==> config.mk <==
export PLATFORM = sky130hd
export DESIGN_NAME = lattice_energy_eval
export DESIGN_NICKNAME = d
export VERILOG_FILES = /design/src/rtl/lattice_eval_pkg.sv /design/src/rtl/lattice_term_calc.sv /design/src/rtl/lattice_energy_eval.sv
export SDC_FILE = /design/constraint.sdc
export NUM_CORES = 1
export LEC_CHECK = 0
export CORE_UTILIZATION = 56
export CTS_CLUSTER_DIAMETER = 60
export DETAILED_ROUTE_END_ITERATION = 8
export PLACE_DENSITY = 0.81
export SETUP_SLACK_MARGIN = 0.4
export SYNTH_ARGS = -nofsm -noshare
export SYNTH_HDL_FRONTEND = slang
export SYNTH_SLANG_ARGS = --single-unit
==> constraint.sdc <==
create_clock -name clk_i -period 6.6 [get_ports clk_i]
set_input_delay 0.99 -clock clk_i [delete_from_list [all_inputs] [get_ports clk_i]]
set_output_delay 0.99 -clock clk_i [all_outputs]
set_load 0.01 [all_outputs]
==> src/rtl/lattice_eval_pkg.sv <==
// ---------------------------------------------------------------------------
// lattice_eval_pkg
// Shared types and helpers for the lattice energy evaluator:
//   state_e  : evaluator FSM states (IDLE / ACC / DONE)
//   idx_width: bits needed to index a lattice of a given length
//   sat_add  : unsigned add that clamps at 2^width-1 and reports clamping
// ---------------------------------------------------------------------------
package lattice_eval_pkg;

    typedef enum logic [1:0] {
        ST_IDLE = 2'd0,
        ST_ACC  = 2'd1,
        ST_DONE = 2'd2
    } state_e;

    // Never returns 0 so a counter of this width always exists.
    function automatic int idx_width(input int len);
        int w;
        w = $clog2(len);
        if (w < 1) w = 1;
        return w;
    endfunction

    // Returns {saturated, sum}. Operands are assumed to already be below
    // 2^width, so the 33-bit intermediate cannot wrap.
    function automatic logic [32:0] sat_add(input logic [31:0] acc,
                                            input logic [31:0] term,
                                            input int unsigned  width);
        logic [32:0] sum;
        logic [32:0] max_v;
        sum   = {1'b0, acc} + {1'b0, term};
        max_v = (33'd1 << width) - 33'd1;
        if (sum > max_v) begin
            return {1'b1, max_v[31:0]};
        end
        return {1'b0, sum[31:0]};
    endfunction

endpackage

==> src/rtl/lattice_term_calc.sv <==
// ---------------------------------------------------------------------------
// lattice_term_calc
// Combinational energy term for one lattice cell: self energy of the cell
// plus (optionally) the bond energy towards its right-hand neighbour.
// Ports:
//   t_i_i      : type of the current cell
//   t_next_i   : type of the neighbour cell
//   bond_en_i  : count the bond to the neighbour
//   s_vec_i    : self-energy vector, entry t at [t*EW +: EW]
//   j_mat_i    : interaction matrix, J[a][b] at [(a*N+b)*EW +: EW]
//   term_o     : S[t_i] + bond energy (invalid types contribute 0)
//   invalid_o  : current cell type is out of range
// ---------------------------------------------------------------------------
module lattice_term_calc #(
    parameter int NUM_PARTICLE_TYPE = 3,
    parameter int TYPE_WIDTH        = 2,
    parameter int ENERGY_WIDTH      = 4
) (
    input  logic [TYPE_WIDTH-1:0]                                      t_i_i,
    input  logic [TYPE_WIDTH-1:0]                                      t_next_i,
    input  logic                                                       bond_en_i,
    input  logic [NUM_PARTICLE_TYPE*ENERGY_WIDTH-1:0]                  s_vec_i,
    input  logic [NUM_PARTICLE_TYPE*NUM_PARTICLE_TYPE*ENERGY_WIDTH-1:0] j_mat_i,
    output logic [ENERGY_WIDTH:0]                                      term_o,
    output logic                                                       invalid_o
);

    logic                    cur_ok;
    logic                    nxt_ok;
    logic [ENERGY_WIDTH-1:0] s_sel;
    logic [ENERGY_WIDTH-1:0] j_sel;
    logic [ENERGY_WIDTH-1:0] bond;

    // Loop-based selection keeps out-of-range type codes from indexing
    // past the end of the operand vectors; they simply select nothing.
    always_comb begin
        cur_ok = (int'(t_i_i) < NUM_PARTICLE_TYPE);
        nxt_ok = (int'(t_next_i) < NUM_PARTICLE_TYPE);
        s_sel  = '0;
        j_sel  = '0;
        for (int t = 0; t < NUM_PARTICLE_TYPE; t++) begin
            if (int'(t_i_i) == t) s_sel = s_vec_i[t*ENERGY_WIDTH +: ENERGY_WIDTH];
        end
        for (int a = 0; a < NUM_PARTICLE_TYPE; a++) begin
            for (int b = 0; b < NUM_PARTICLE_TYPE; b++) begin
                if ((int'(t_i_i) == a) && (int'(t_next_i) == b)) begin
                    j_sel = j_mat_i[(a*NUM_PARTICLE_TYPE+b)*ENERGY_WIDTH +: ENERGY_WIDTH];
                end
            end
        end
        // A bond touching an invalid cell contributes nothing.
        bond      = (bond_en_i && cur_ok && nxt_ok) ? j_sel : '0;
        term_o    = {1'b0, s_sel} + {1'b0, bond};
        invalid_o = !cur_ok;
    end

endmodule

==> src/rtl/lattice_energy_eval.sv <==
// ---------------------------------------------------------------------------
// lattice_energy_eval
// Sequential fitness evaluator for a 1-D lattice protein. Captures one
// individual with its self-energy vector and interaction matrix, then adds
// one cell term per cycle into a saturating accumulator.
// Ports:
//   clk_i, rst_n          : clock, asynchronous active-low reset
//   in_valid_i/in_ready_o : operand handshake (ready only in IDLE)
//   self_energy_vec_i     : N entries of ENERGY_WIDTH
//   interact_matrix_i     : N*N entries of ENERGY_WIDTH
//   individual_vec_i      : L cells of TYPE_WIDTH
//   out_valid_o/out_ready_i : result handshake
//   fit_o, sat_o, err_o   : total energy, saturation flag, invalid-type flag
// ---------------------------------------------------------------------------
module lattice_energy_eval
    import lattice_eval_pkg::*;
#(
    parameter int NUM_PARTICLE_TYPE = 3,
    parameter int TYPE_WIDTH        = 2,
    parameter int ENERGY_WIDTH      = 4,
    parameter int LATTICE_LENGTH    = 11,
    parameter int FIT_WIDTH         = 10,
    parameter int PERIODIC          = 0
) (
    input  logic                                                        clk_i,
    input  logic                                                        rst_n,
    input  logic                                                        in_valid_i,
    output logic                                                        in_ready_o,
    input  logic [NUM_PARTICLE_TYPE*ENERGY_WIDTH-1:0]                   self_energy_vec_i,
    input  logic [NUM_PARTICLE_TYPE*NUM_PARTICLE_TYPE*ENERGY_WIDTH-1:0] interact_matrix_i,
    input  logic [LATTICE_LENGTH*TYPE_WIDTH-1:0]                        individual_vec_i,
    output logic                                                        out_valid_o,
    input  logic                                                        out_ready_i,
    output logic [FIT_WIDTH-1:0]                                        fit_o,
    output logic                                                        sat_o,
    output logic                                                        err_o
);

    localparam int S_W   = NUM_PARTICLE_TYPE * ENERGY_WIDTH;
    localparam int J_W   = NUM_PARTICLE_TYPE * NUM_PARTICLE_TYPE * ENERGY_WIDTH;
    localparam int IND_W = LATTICE_LENGTH * TYPE_WIDTH;
    localparam int IDX_W = idx_width(LATTICE_LENGTH);
    localparam logic [IDX_W-1:0] LAST_IDX = IDX_W'(LATTICE_LENGTH - 1);

    state_e              state_q, state_d;
    logic [S_W-1:0]      s_q, s_d;
    logic [J_W-1:0]      j_q, j_d;
    logic [IND_W-1:0]    ind_q, ind_d;
    logic [IDX_W-1:0]    idx_q, idx_d;
    // Kept 32 bits wide to match sat_add; saturation keeps the bits above
    // FIT_WIDTH at zero.
    logic [31:0]         acc_q, acc_d;
    logic                sat_q, sat_d;
    logic                err_q, err_d;
    logic                out_valid_q, out_valid_d;
    logic [FIT_WIDTH-1:0] fit_q, fit_d;
    logic                sat_res_q, sat_res_d;
    logic                err_res_q, err_res_d;

    logic [IDX_W-1:0]        nxt_idx;
    logic [TYPE_WIDTH-1:0]   t_cur;
    logic [TYPE_WIDTH-1:0]   t_nxt;
    logic                    bond_en;
    logic [ENERGY_WIDTH:0]   term;
    logic                    term_invalid;
    logic [32:0]             add_res;

    // The right-hand neighbour of the last cell wraps to cell 0; that bond
    // only counts in periodic mode.
    always_comb begin
        nxt_idx = (idx_q == LAST_IDX) ? '0 : idx_q + 1'b1;
        t_cur   = ind_q[int'(idx_q)   * TYPE_WIDTH +: TYPE_WIDTH];
        t_nxt   = ind_q[int'(nxt_idx) * TYPE_WIDTH +: TYPE_WIDTH];
        bond_en = (idx_q != LAST_IDX) || (PERIODIC != 0);
    end

    lattice_term_calc #(
        .NUM_PARTICLE_TYPE (NUM_PARTICLE_TYPE),
        .TYPE_WIDTH        (TYPE_WIDTH),
        .ENERGY_WIDTH      (ENERGY_WIDTH)
    ) u_term (
        .t_i_i     (t_cur),
        .t_next_i  (t_nxt),
        .bond_en_i (bond_en),
        .s_vec_i   (s_q),
        .j_mat_i   (j_q),
        .term_o    (term),
        .invalid_o (term_invalid)
    );

    always_comb begin
        state_d     = state_q;
        s_d         = s_q;
        j_d         = j_q;
        ind_d       = ind_q;
        idx_d       = idx_q;
        acc_d       = acc_q;
        sat_d       = sat_q;
        err_d       = err_q;
        out_valid_d = out_valid_q;
        fit_d       = fit_q;
        sat_res_d   = sat_res_q;
        err_res_d   = err_res_q;
        add_res     = sat_add(acc_q, 32'(term), FIT_WIDTH);

        case (state_q)
            ST_IDLE: begin
                if (in_valid_i) begin
                    s_d     = self_energy_vec_i;
                    j_d     = interact_matrix_i;
                    ind_d   = individual_vec_i;
                    idx_d   = '0;
                    acc_d   = '0;
                    sat_d   = 1'b0;
                    err_d   = 1'b0;
                    state_d = ST_ACC;
                end
            end
            ST_ACC: begin
                acc_d = add_res[31:0];
                sat_d = sat_q | add_res[32];
                err_d = err_q | term_invalid;
                idx_d = nxt_idx;
                // Last cell: publish the result straight from the final sum so
                // fit_o keeps the previous result until this moment.
                if (idx_q == LAST_IDX) begin
                    state_d     = ST_DONE;
                    out_valid_d = 1'b1;
                    fit_d       = acc_d[FIT_WIDTH-1:0];
                    sat_res_d   = sat_d;
                    err_res_d   = err_d;
                end
            end
            ST_DONE: begin
                if (out_ready_i) begin
                    state_d     = ST_IDLE;
                    out_valid_d = 1'b0;
                end
            end
            default: begin
                state_d     = ST_IDLE;
                out_valid_d = 1'b0;
            end
        endcase
    end

    always_ff @(posedge clk_i or negedge rst_n) begin
        if (!rst_n) begin
            state_q     <= ST_IDLE;
            s_q         <= '0;
            j_q         <= '0;
            ind_q       <= '0;
            idx_q       <= '0;
            acc_q       <= '0;
            sat_q       <= 1'b0;
            err_q       <= 1'b0;
            out_valid_q <= 1'b0;
            fit_q       <= '0;
            sat_res_q   <= 1'b0;
            err_res_q   <= 1'b0;
        end else begin
            state_q     <= state_d;
            s_q         <= s_d;
            j_q         <= j_d;
            ind_q       <= ind_d;
            idx_q       <= idx_d;
            acc_q       <= acc_d;
            sat_q       <= sat_d;
            err_q       <= err_d;
            out_valid_q <= out_valid_d;
            fit_q       <= fit_d;
            sat_res_q   <= sat_res_d;
            err_res_q   <= err_res_d;
        end
    end

    assign in_ready_o  = (state_q == ST_IDLE);
    assign out_valid_o = out_valid_q;
    assign fit_o       = fit_q;
    assign sat_o       = sat_res_q;
    assign err_o       = err_res_q;

endmodule

==> impl_metrics.env, run 1 <==
export IMPL_ios=88
export IMPL_crit_family="compound AO/OA/AOI/OAI gates"
export IMPL_ant_nets=0
export IMPL_dp_hpwl_um=10900
export IMPL_viasPerCell=5.87
export IMPL_clk_pin_slew_ns=0.06
export IMPL_cts_hold_buf=0
export IMPL_hold_viol_final=0
export IMPL_die_h_um=110
export IMPL_start_util_pct=57.3
export IMPL_drv_slew=0
export IMPL_met3_usage_pct=6.94
export IMPL_worstSetupPathType="register to register"
export IMPL_synth_edf_count=0
export IMPL_avgRoutedWirePerCell_um=17.2
export IMPL_clock_root_buffer="clkbuf_16"
export IMPL_period_share_pct=90.4
export IMPL_rows=39
export IMPL_holdWs_ns=0.477
export IMPL_first_global_vias=5628
export IMPL_fillers=839
export IMPL_synthArstFlopShare_pct=100
export IMPL_worstMarginPinSlew_ns=0.993
export IMPL_crit_fanout=11
export IMPL_end_kind="register"
export IMPL_yosysWarnings=0
export IMPL_core_mm2=0.0114
export IMPL_grt_max_degree=98
export IMPL_drc=0
export IMPL_clockBufferDepth=2
export IMPL_post_synth_top_area_cell="dfrtp_1"
export IMPL_yosys_top_cells_area="dfrtp_1, nand2_1, and3_1"
export IMPL_syn_cell_area_mm2=0.00655
export IMPL_final_net_count=911
export IMPL_worst_path_buf_inv=4
export IMPL_cts_tree="done"
export IMPL_setup_viol=0
export IMPL_top_usage_layer="met2"
export IMPL_maxCapViolCount=0
export IMPL_crit_chain="inv_2 -> ha_4 -> buf_6 -> and3b_1 -> mux2_2 -> a311oi_4 -> o32a_2 -> and2_2 -> a32o_1 -> nor3_1 -> nor3_1 -> fa_1 -> ha_1 -> a211oi_2 -> o21bai_4 -> buf_4 -> nand4_1 -> xor2_1 -> nand4_1 -> or4_1 -> buf_4 -> o31ai_2 -> a221oi_1"
export IMPL_met2_usage_pct=49.8
export IMPL_yosysTopAreaCellShare_pct=47.0
export IMPL_drive_above_1_share_pct=12.9
export IMPL_portBuffers=87
export IMPL_grt_overflow=0
export IMPL_vias=5763
export IMPL_cts_buffers=17
export IMPL_h_tree_depth=4
export IMPL_required_ns=6.84
export IMPL_holdCritPathClass="register to register"
export IMPL_final_setup_skew_ns=0.00893
export IMPL_dr_first_iter_drc_count=421
export IMPL_synth_seq_cells=123
export IMPL_crit_path_start_kind="register"
export IMPL_yosysSeqAreaShare_pct=47.0
export IMPL_ys_types=68
export IMPL_grtUsageTotal_pct=29.8
export IMPL_cp_arrival_ns=6.21
export IMPL_die_w_um=110
export IMPL_drtPass1Iterations=5
export IMPL_rsz0062_at_grt="true"
export IMPL_place_congestion=0.894
export IMPL_netlist_instances=741
export IMPL_syn_num_nets=826
export IMPL_status="finished, final reports clean"
export IMPL_dieArea_mm2=0.0121
export IMPL_slew_headroom_pct=33.7
export IMPL_syn2layout_area_growth_pct=28.1
export IMPL_slowest_delay_ns=0.52
export IMPL_grt_pass1_wl_um=27400
export IMPL_clock_sinks=123
export IMPL_max_clock_freq_mhz=168
export IMPL_tns_ns=0
export IMPL_diodes=0
export IMPL_finalCriticalPeriod_ns=5.97
export IMPL_antenna_found_initial=0
export IMPL_groute_layer_met1_usage_pct=38.2
export IMPL_wl_um=16900
export IMPL_syn_area_per_cell_um2=8.84
export IMPL_ys_flop_type="dfrtp_1"
export IMPL_clkLatencyLatePin_ns=0.42
export IMPL_critPathSlowestCell="or4_1"
tightest hold or removal path, stage by stage, from the launching register on:
cell and delay (ns):
dfrtp_1 0.34, nand2_1 0.05, nand2_1 0.05
layer usage:
layer  vias to the layer above  share of wire, %
met5                         -                 0
met4                         0               1.7
met3                        35               5.4
met2                       194                50
met1                      2801                43
li1                       2733                 -
state kept, by name (all words and copies together) (netlist names):
register	count
fit_o	10
idx_q	4
state_q	2
err_o	1
sat_o	1
ind_q	22
acc_q	32
err_q	1
s_q	12
sat_q	1
j_q	36
out_valid_o	1
stage by stage:
| stage | worst slack (ns) | std cells | instance area [um2] | util, % |
|---|---|---|---|---|
| 2_1_floorplan | 0.572 | 741 | 6550 | - |
| 3_3_place_gp | 0.435 | 943 | 7540 | 66.0 |
| 3_5_place_dp | 0.145 | 943 | 7540 | 66.0 |
| 4_1_cts | 0.413 | 976 | 8220 | 72.0 |
| 5_1_grt | 0.291 | 982 | 8390 | 73.4 |
| 6_report | 0.633 | 982 | 8390 | 73.4 |
repair_timing:
action,4_1_cts,5_1_grt
setup buffers,0,5
cloned,1,1
hold endpoints to repair,0,0
setup endpoints to repair,22,22
gates resized for setup,11,27
pin swaps,1,7
final timing paths:
check / depth (start not counted) / slack [ns] / endpoint / startpoint
setup / recovery: 23 / 0.63 / acc_q[8]$_DFFE_PN0P_ / idx_q[0]$_DFFE_PN0P_
hold / removal: 2 / 0.48 / j_q[15]$_DFFE_PN0P_ / j_q[15]$_DFFE_PN0P_
setup reg to reg: 23 / 0.63 / acc_q[8]$_DFFE_PN0P_ / idx_q[0]$_DFFE_PN0P_
hold reg to reg: 2 / 0.48 / j_q[15]$_DFFE_PN0P_ / j_q[15]$_DFFE_PN0P_
max in group asynchronous: 2 / 4.62 / j_q[34]$_DFFE_PN0P_ / rst_n
min in group asynchronous: 1 / 0.65 / acc_q[11]$_DFFE_PN0P_ / rst_n
cell usage after synthesis (all sizes together) (7+ instances only):
| cell type | count |
|---|---|
| nand2 | 243 |
| nor2 | 45 |
| a22oi | 7 |
| a21oi | 15 |
| inv | 11 |
| mux2i | 16 |
| o21ai | 26 |
| dfrtp | 123 |
| nand2b | 8 |
| nand3 | 18 |
| nor3 | 19 |
| nand4 | 12 |
| o32ai | 7 |
| buf | 17 |
| and3 | 27 |
| a31oi | 9 |
| clkbuf | 30 |
| xnor2 | 8 |
cell usage in the layout, fill, tap and decap left out, types with 4 or more instances in the layout:
| cell type | netlist | routed |
|---|---|---|
| o21ai_0 | 15 | 14 |
| inv_1 | 11 | 10 |
| buf_4 | 3 | 21 |
| nor2_1 | 44 | 44 |
| a21oi_1 | 15 | 14 |
| nor3b_1 | 5 | 5 |
| a221oi_1 | 6 | 4 |
| xnor2_1 | 8 | 8 |
| clkinv_2 | 0 | 4 |
| mux2i_1 | 16 | 15 |
| a31oi_1 | 9 | 9 |
| xor2_1 | 4 | 4 |
| mux4_2 | 5 | 5 |
| nand2_1 | 242 | 240 |
| and3_1 | 27 | 27 |
| fa_1 | 5 | 5 |
| nand3_1 | 15 | 15 |
| clkbuf_16 | 0 | 17 |
| mux2_2 | 5 | 5 |
| dfrtp_1 | 123 | 123 |
| nor2b_1 | 5 | 5 |
| a22oi_1 | 7 | 5 |
| nand2b_1 | 8 | 8 |
| nand4_1 | 11 | 11 |
| o32ai_2 | 0 | 5 |
| nor3_1 | 15 | 15 |
| bufinv_16 | 0 | 4 |
| o21ai_1 | 11 | 11 |
| clkdlybuf4s50_1 | 0 | 86 |
cell type report:
| type | count | area [um2] | share of cell area [%] |
|---|---|---|---|
| multi-input combinational | 562 | 3400 | 40.5 |
| sequential | 123 | 3080 | 36.7 |
| timing repair buffer | 111 | 1080 | 12.9 |
| clock buffer | 20 | 437 | 5.21 |
| tap | 143 | 179 | 2.13 |
| clock inverter | 12 | 173 | 2.06 |
| inverter | 11 | 41.3 | 0.492 |
cells by family (layout without fill, tap and decap cells):
group	after synthesis	after routing	synth area share, %
and+or+nand+nor	403	404	28.2
DFF	123	123	47.0
AOI/OAI and AO/OA	107	108	11.3
buffers and inverters	58	154	4.01
muxes	27	27	5.20
xor gates and xnor gates	12	12	1.61
adders and majority gates	11	11	2.68
Power of run 1 is not shown: default switching activity piles up to over one toggle a cycle in this logic, so the estimate is an artifact.
==> run 2: changes to the inputs <==
--- a/config.mk
+++ b/config.mk
@@ -8,7 +8,7 @@
 export CORE_UTILIZATION = 56
 export CTS_CLUSTER_DIAMETER = 60
 export DETAILED_ROUTE_END_ITERATION = 8
-export PLACE_DENSITY = 0.81
+export PLACE_DENSITY_LB_ADDON = 0.2
 export SETUP_SLACK_MARGIN = 0.4
 export SYNTH_ARGS = -nofsm -noshare
 export SYNTH_HDL_FRONTEND = slang
==> run 2 against run 1 <==
Against the previous run:
- final cell count rose by 0.41%
- core utilization fell by 0.72 points
- largest cell class unchanged
- critical endpoint is now acc_q[1]$_DFFE_PN0P_
- highest routed layer unchanged
- register-to-register slack got worse by 0.09 ns
==> impl_metrics.env, run 2 (synthesized netlist as in run 1, its figures left out) <==
export IMPL_dp_hpwl_um=10800
export IMPL_place_congestion=0.894
export IMPL_grtUsageTotal_pct=28.7
export IMPL_viasPerCell=5.76
export IMPL_syn2layout_area_growth_pct=26.8
export IMPL_period_share_pct=91.8
export IMPL_final_net_count=915
export IMPL_setup_ws_ns=0.543
export IMPL_first_global_vias=5414
export IMPL_cp_arrival_ns=6.34
export IMPL_rsz0062_at_grt="true"
export IMPL_clk_pin_slew_ns=0.06
export IMPL_crit_chain="inv_1 -> ha_1 -> buf_4 -> and3b_1 -> mux2_2 -> a311oi_2 -> o32a_2 -> buf_4 -> nor2_1 -> buf_4 -> a22oi_1 -> o32ai_2 -> fa_1 -> ha_1 -> inv_1 -> fa_1 -> nand2b_1 -> a21oi_4 -> nand4_1 -> o31a_1 -> or4_4 -> nor3_2 -> o21ai_1"
export IMPL_worstMarginPinSlew_ns=1.06
export IMPL_layout_common_cells="nand2_1, dfrtp_1, clkdlybuf4s50_1, nor2_1"
export IMPL_crit_family="simple AND/OR/NAND/NOR gates"
export IMPL_antenna_found_initial=0
export IMPL_reg_largest_list="j_q (36), acc_q (32), ind_q (22)"
export IMPL_layout_commonest_cell="nand2_1"
export IMPL_worstSetupPathType="register to register"
export IMPL_required_ns=6.88
export IMPL_drv_slew=0
export IMPL_dr_first_iter_drc_count=467
export IMPL_crit_path_start="idx_q[0]$_DFFE_PN0P_"
export IMPL_dieArea_mm2=0.0121
export IMPL_worstHoldStart="s_q[1]$_DFFE_PN0P_"
export IMPL_clock_root_buffer="clkbuf_16"
export IMPL_drive_above_1_share_pct=12.8
export IMPL_avgRoutedWirePerCell_um=16.7
export IMPL_die_w_um=110
export IMPL_clock_sinks=123
export IMPL_grt_pass1_wl_um=26400
export IMPL_timing_rr_start="idx_q[0]$_DFFE_PN0P_"
export IMPL_ant_nets=0
export IMPL_dpl_worst_slack_ns=0.218
export IMPL_holdCritPathClass="register to register"
export IMPL_grt_overflow=0
export IMPL_h_tree_depth=4
export IMPL_start_util_pct=57.3
export IMPL_cts_buffers=17
export IMPL_final_area_mm2=0.00830
export IMPL_portBuffers=87
export IMPL_crit_path_frequent_cell="buf_4"
export IMPL_diodes=0
export IMPL_slew_headroom_pct=29.1
export IMPL_worst_path_buf_inv=5
export IMPL_postPlaceCellArea_mm2=0.00756
export IMPL_clkLatencyLatePin_ns=0.42
export IMPL_drtPass1Iterations=5
export IMPL_rows=39
export IMPL_vias=5680
export IMPL_hold_viol_final=0
export IMPL_core_mm2=0.0114
export IMPL_top_register="j_q"
export IMPL_tns_ns=0
export IMPL_largest_register_ffs=36
export IMPL_crit_path_start_kind="register"
export IMPL_crit_fanout=8
export IMPL_die_h_um=110
export IMPL_slowest_delay_ns=0.64
export IMPL_cts_tree="done"
export IMPL_finalCriticalPeriod_ns=6.06
export IMPL_ios=88
export IMPL_maxCapViolCount=0
export IMPL_final_setup_skew_ns=0.00790
export IMPL_clockBufferDepth=2
export IMPL_status="finished, final reports clean"
export IMPL_end_kind="register"
export IMPL_max_clock_freq_mhz=165
export IMPL_cts_hold_buf=0
export IMPL_grt_max_degree=98
export IMPL_drc=0
export IMPL_setup_viol=0
export IMPL_wl_um=16400
export IMPL_critPathSlowestCell="or4_4"
[run 2: changes by cell type in the layout (fill, tap and decap cells not counted), moves of 3 or more]
cell and change:
clkinvlp_4 +3, ha_1 +3, clkbuf_1 -3, bufinv_16 -3, buf_4 +6
[run 2: layer usage]
layer | wire length [um] | vias up | part of all wire (%) | track usage (%)
met3 | 965 | 29 | 5.9 | 7.41
met1 | 7390 | 2729 | 45 | 39.0
met4 | 311 | 0 | 1.9 | 10.2
met2 | 7760 | 193 | 47 | 44.6
met5 | 0 | - | 0 | 0
li1 | - | 2729 | - | -
[run 2: final cells by class]
type / instances / area [um2]
clock inverters: 13 / 118
inverters: 11 / 41.3
multi-input cells: 562 / 3350
flip-flops and latches: 123 / 3080
repair buffers: 115 / 1090
clock buffers: 19 / 453
fillers: 868 / 3120
well taps: 143 / 179
[run 2: per-stage QoR]
step	hold WS [ns]	cells	utilization, %
2_1_floorplan	0.437	741	-
3_3_place_gp	0.456	947	66.2
3_5_place_dp	0.465	947	66.2
4_1_cts	0.480	979	71.3
5_1_grt	0.506	986	72.7
6_report	0.481	986	72.7
[run 2: path summary, 6_finish.rpt]
check	to	slack [ns]	cells after the start
hold / removal	s_q[1]$_DFFE_PN0P_	0.48	2
setup reg to reg	acc_q[1]$_DFFE_PN0P_	0.54	23
hold reg to reg	s_q[1]$_DFFE_PN0P_	0.48	2
min in group asynchronous	acc_q[15]$_DFFE_PN0P_	0.54	1
max in group asynchronous	j_q[3]$_DFFE_PN0P_	4.61	2
setup / recovery	acc_q[1]$_DFFE_PN0P_	0.54	23
[run 2: worst register-to-register path, delay by kind of cell, from the launching register on]
family	cells	cell delay (ns)
buf+inv	5	0.69
compound gates	7	1.58
fa+ha+maj	4	1.38
mux	1	0.28
simple gates	6	1.60
flops	1	0.38
[run 2: repair_timing]
action | CTS | global route
endpoints found under the setup margin | 22 | 22
hold endpoints to repair | 0 | 0
setup buffers | 0 | 5
pin swaps | 0 | 9
cloned | 0 | 2
gates resized for setup | 3 | 22
Power of run 2 is left out for the same reason.
==> run 3: changes to the inputs <==
--- a/config.mk
+++ b/config.mk
@@ -9,6 +9,7 @@
 export CTS_CLUSTER_DIAMETER = 60
 export DETAILED_ROUTE_END_ITERATION = 8
 export PLACE_DENSITY_LB_ADDON = 0.2
+export REMOVE_ABC_BUFFERS = 1
 export SETUP_SLACK_MARGIN = 0.4
 export SYNTH_ARGS = -nofsm -noshare
 export SYNTH_HDL_FRONTEND = slang
==> run 3 against run 2 <==
Against the previous run:
- final cell count shrank 0.91%
- via count down 2.3%
- fmax rose by 0.86%
- wire length down 3.0%
- register-to-register slack gained 0.05 ns
- hold slack worse by 0.0078 ns
- count of clock-buffer cells in the layout unchanged
- largest cell class unchanged
==> impl_metrics.env, run 3 (synthesized netlist as in run 1, its figures left out) <==
export IMPL_top_register="j_q"
export IMPL_fin_cells=977
export IMPL_maxCapViolCount=0
export IMPL_final_setup_skew_ns=0.0104
export IMPL_core_mm2=0.0114
export IMPL_timing_rr_start="idx_q[1]$_DFFE_PN0P_"
export IMPL_clk_pin_slew_ns=0.06
export IMPL_cts_buffers=17
export IMPL_slew_headroom_pct=36.8
export IMPL_cp_arrival_ns=6.25
export IMPL_holdCritPathClass="register to register"
export IMPL_dieArea_mm2=0.0121
export IMPL_crit_path_start_kind="register"
export IMPL_clock_sinks=123
export IMPL_clock_root_buffer="clkbuf_16"
export IMPL_pwr_share_clk_pct=16.1
export IMPL_critPathSlowestCell="or4_4"
export IMPL_largest_register_ffs=36
export IMPL_layout_common_cells="nand2_1, dfrtp_1, clkdlybuf4s50_1, nor2_1, and3_1"
export IMPL_clockBufferDepth=2
export IMPL_layout_commonest_cell="nand2_1"
export IMPL_dp_hpwl_um=10700
export IMPL_syn2layout_area_growth_pct=25.0
export IMPL_h_tree_depth=4
export IMPL_crit_fanout=11
export IMPL_clkLatencyLatePin_ns=0.42
export IMPL_worstHoldStart="j_q[22]$_DFFE_PN0P_"
export IMPL_final_net_count=906
export IMPL_rows=39
export IMPL_drv_slew=0
export IMPL_pwr_share_seq_pct=23.4
export IMPL_drive_above_1_share_pct=11.0
export IMPL_hold_viol_final=0
export IMPL_end_kind="register"
export IMPL_wl_um=15900
export IMPL_period_share_pct=91.0
export IMPL_vias=5552
export IMPL_leakage_nw=3.84
export IMPL_max_clock_freq_mhz=167
export IMPL_internal_power_mw=3.04
export IMPL_die_h_um=110
export IMPL_drc=0
export IMPL_power_frac_comb_pct=60.5
export IMPL_start_util_pct=57.3
export IMPL_holdPathEnd="j_q[22]$_DFFE_PN0P_"
export IMPL_worstSetupPathType="register to register"
export IMPL_grt_overflow=0
export IMPL_ir_worst_vdd_mv=0.514
export IMPL_place_congestion=0.899
export IMPL_first_global_vias=5238
export IMPL_rr_worst_depth=21
export IMPL_dr_first_iter_drc_count=396
export IMPL_portBuffers=87
export IMPL_netSwitchingFraction_pct=44.4
export IMPL_avgRoutedWirePerCell_um=16.3
export IMPL_reg_largest_list="j_q (36), acc_q (32), ind_q (22)"
export IMPL_r2r_setup_slack_ns=0.59
export IMPL_cts_tree="done"
export IMPL_diodes=0
export IMPL_crit_chain="buf_4 -> ha_1 -> nand2b_1 -> o21a_1 -> a2111oi_1 -> buf_4 -> o32a_2 -> and2_2 -> a32o_1 -> nor3_1 -> nor3_2 -> fa_1 -> inv_1 -> fa_1 -> nand2b_1 -> a21oi_4 -> nand4_1 -> o31a_1 -> or4_4 -> o31ai_1 -> a221oi_1"
export IMPL_slowest_delay_ns=0.65
export IMPL_setup_viol=0
export IMPL_ios=88
export IMPL_grt_pass1_wl_um=25500
export IMPL_status="finished, final reports clean"
export IMPL_required_ns=6.84
export IMPL_p_per_area_mw_per_mm2=668
export IMPL_grt_max_degree=98
export IMPL_p_sw_mw=2.43
export IMPL_ant_nets=0
export IMPL_antenna_found_initial=0
export IMPL_holdPathStages=2
export IMPL_grtUsageTotal_pct=27.9
export IMPL_viasPerCell=5.68
export IMPL_placed_cells=941
export IMPL_finalCriticalPeriod_ns=6.01
export IMPL_holdWs_ns=0.473
export IMPL_reg2reg_to="acc_q[8]$_DFFE_PN0P_"
export IMPL_worstMarginPinSlew_ns=0.947
export IMPL_drtPass1Iterations=5
export IMPL_rsz0062_at_grt="true"
export IMPL_die_w_um=110
## run 3: layout make-up
type	instances	area (um2)
inverters	11	41.3
flip-flops and latches	123	3080
well taps	143	179
multi-input cells	560	3290
clock buffers	19	443
fillers	857	3230
clock inverters	13	120
repair buffers	108	1030
## run 3: how the worst max path moves through the flow
stage	from	end	slack, ns	cells past startpoint
after CTS	idx_q[0]$_DFFE_PN0P_	acc_q[8]$_DFFE_PN0P_	0.40	22
after detailed placement	idx_q[0]$_DFFE_PN0P_	acc_q[9]$_DFFE_PN0P_	-0.06	22
after global placement	idx_q[0]$_DFFE_PN0P_	acc_q[9]$_DFFE_PN0P_	0.12	22
after global routing	idx_q[0]$_DFFE_PN0P_	acc_q[8]$_DFFE_PN0P_	0.34	21
after floorplan	idx_q[0]$_DFFE_PN0P_	acc_q[9]$_DFFE_PN0P_	-0.72	21
final	idx_q[1]$_DFFE_PN0P_	acc_q[8]$_DFFE_PN0P_	0.59	21
## run 3: routing by layer
layer	wire [um]	vias to the layer above	part of all wire, %	GRT usage [%]
li1	-	2705	-	-
met1	7310	2680	46	38.1
met2	7520	153	47	44.1
met3	933	14	5.9	6.76
met4	165	0	1.0	8.27
met5	0	-	0	0
## run 3: what timing repair did
item,in CTS,in global routing
pin swaps,2,3
hold buffers,0,0
setup endpoints to repair,22,22
buffers inserted,1,3
resized for setup,4,13
## run 3: critical path: cells and delay by family, from the launching register on
family                     cells  cell delay (ns)
and+or+nand+nor                7             1.75
AOI/OAI and AO/OA              8             1.99
DFF                            1             0.38
adders and majority gates      3             1.25
buffers and inverters          3             0.46
## run 3: power groups by stage
| stage | Combinational [mW] | Sequential (mW) | Clock [mW] |
|---|---|---|---|
| 2_1_floorplan | 2.13 | 1.25 | 0 |
| 3_3_place_gp | 3.01 | 1.27 | 0 |
| 3_5_place_dp | 3.08 | 1.27 | 0 |
| 4_1_cts | 3.13 | 1.27 | 0.892 |
| 5_1_grt | 3.67 | 1.31 | 0.924 |
| 6_report | 3.31 | 1.28 | 0.881 |
## run 3: per-stage QoR
step                area, um2  setup TNS, ns  utilization (%)  power (mW)  setup WS (ns)
CTS                      8100              0             70.9        5.30          0.401
global route             8190              0             71.7        5.90          0.339
floorplan                6330         -13.87                -        3.38         -0.716
finish                   8190              0             71.7        5.47          0.595
detailed placement       7510         -0.251             65.8        4.36        -0.0637
global placement         7510              0             65.8        4.28          0.119
Note: power is estimated with default switching activity, not from simulation.
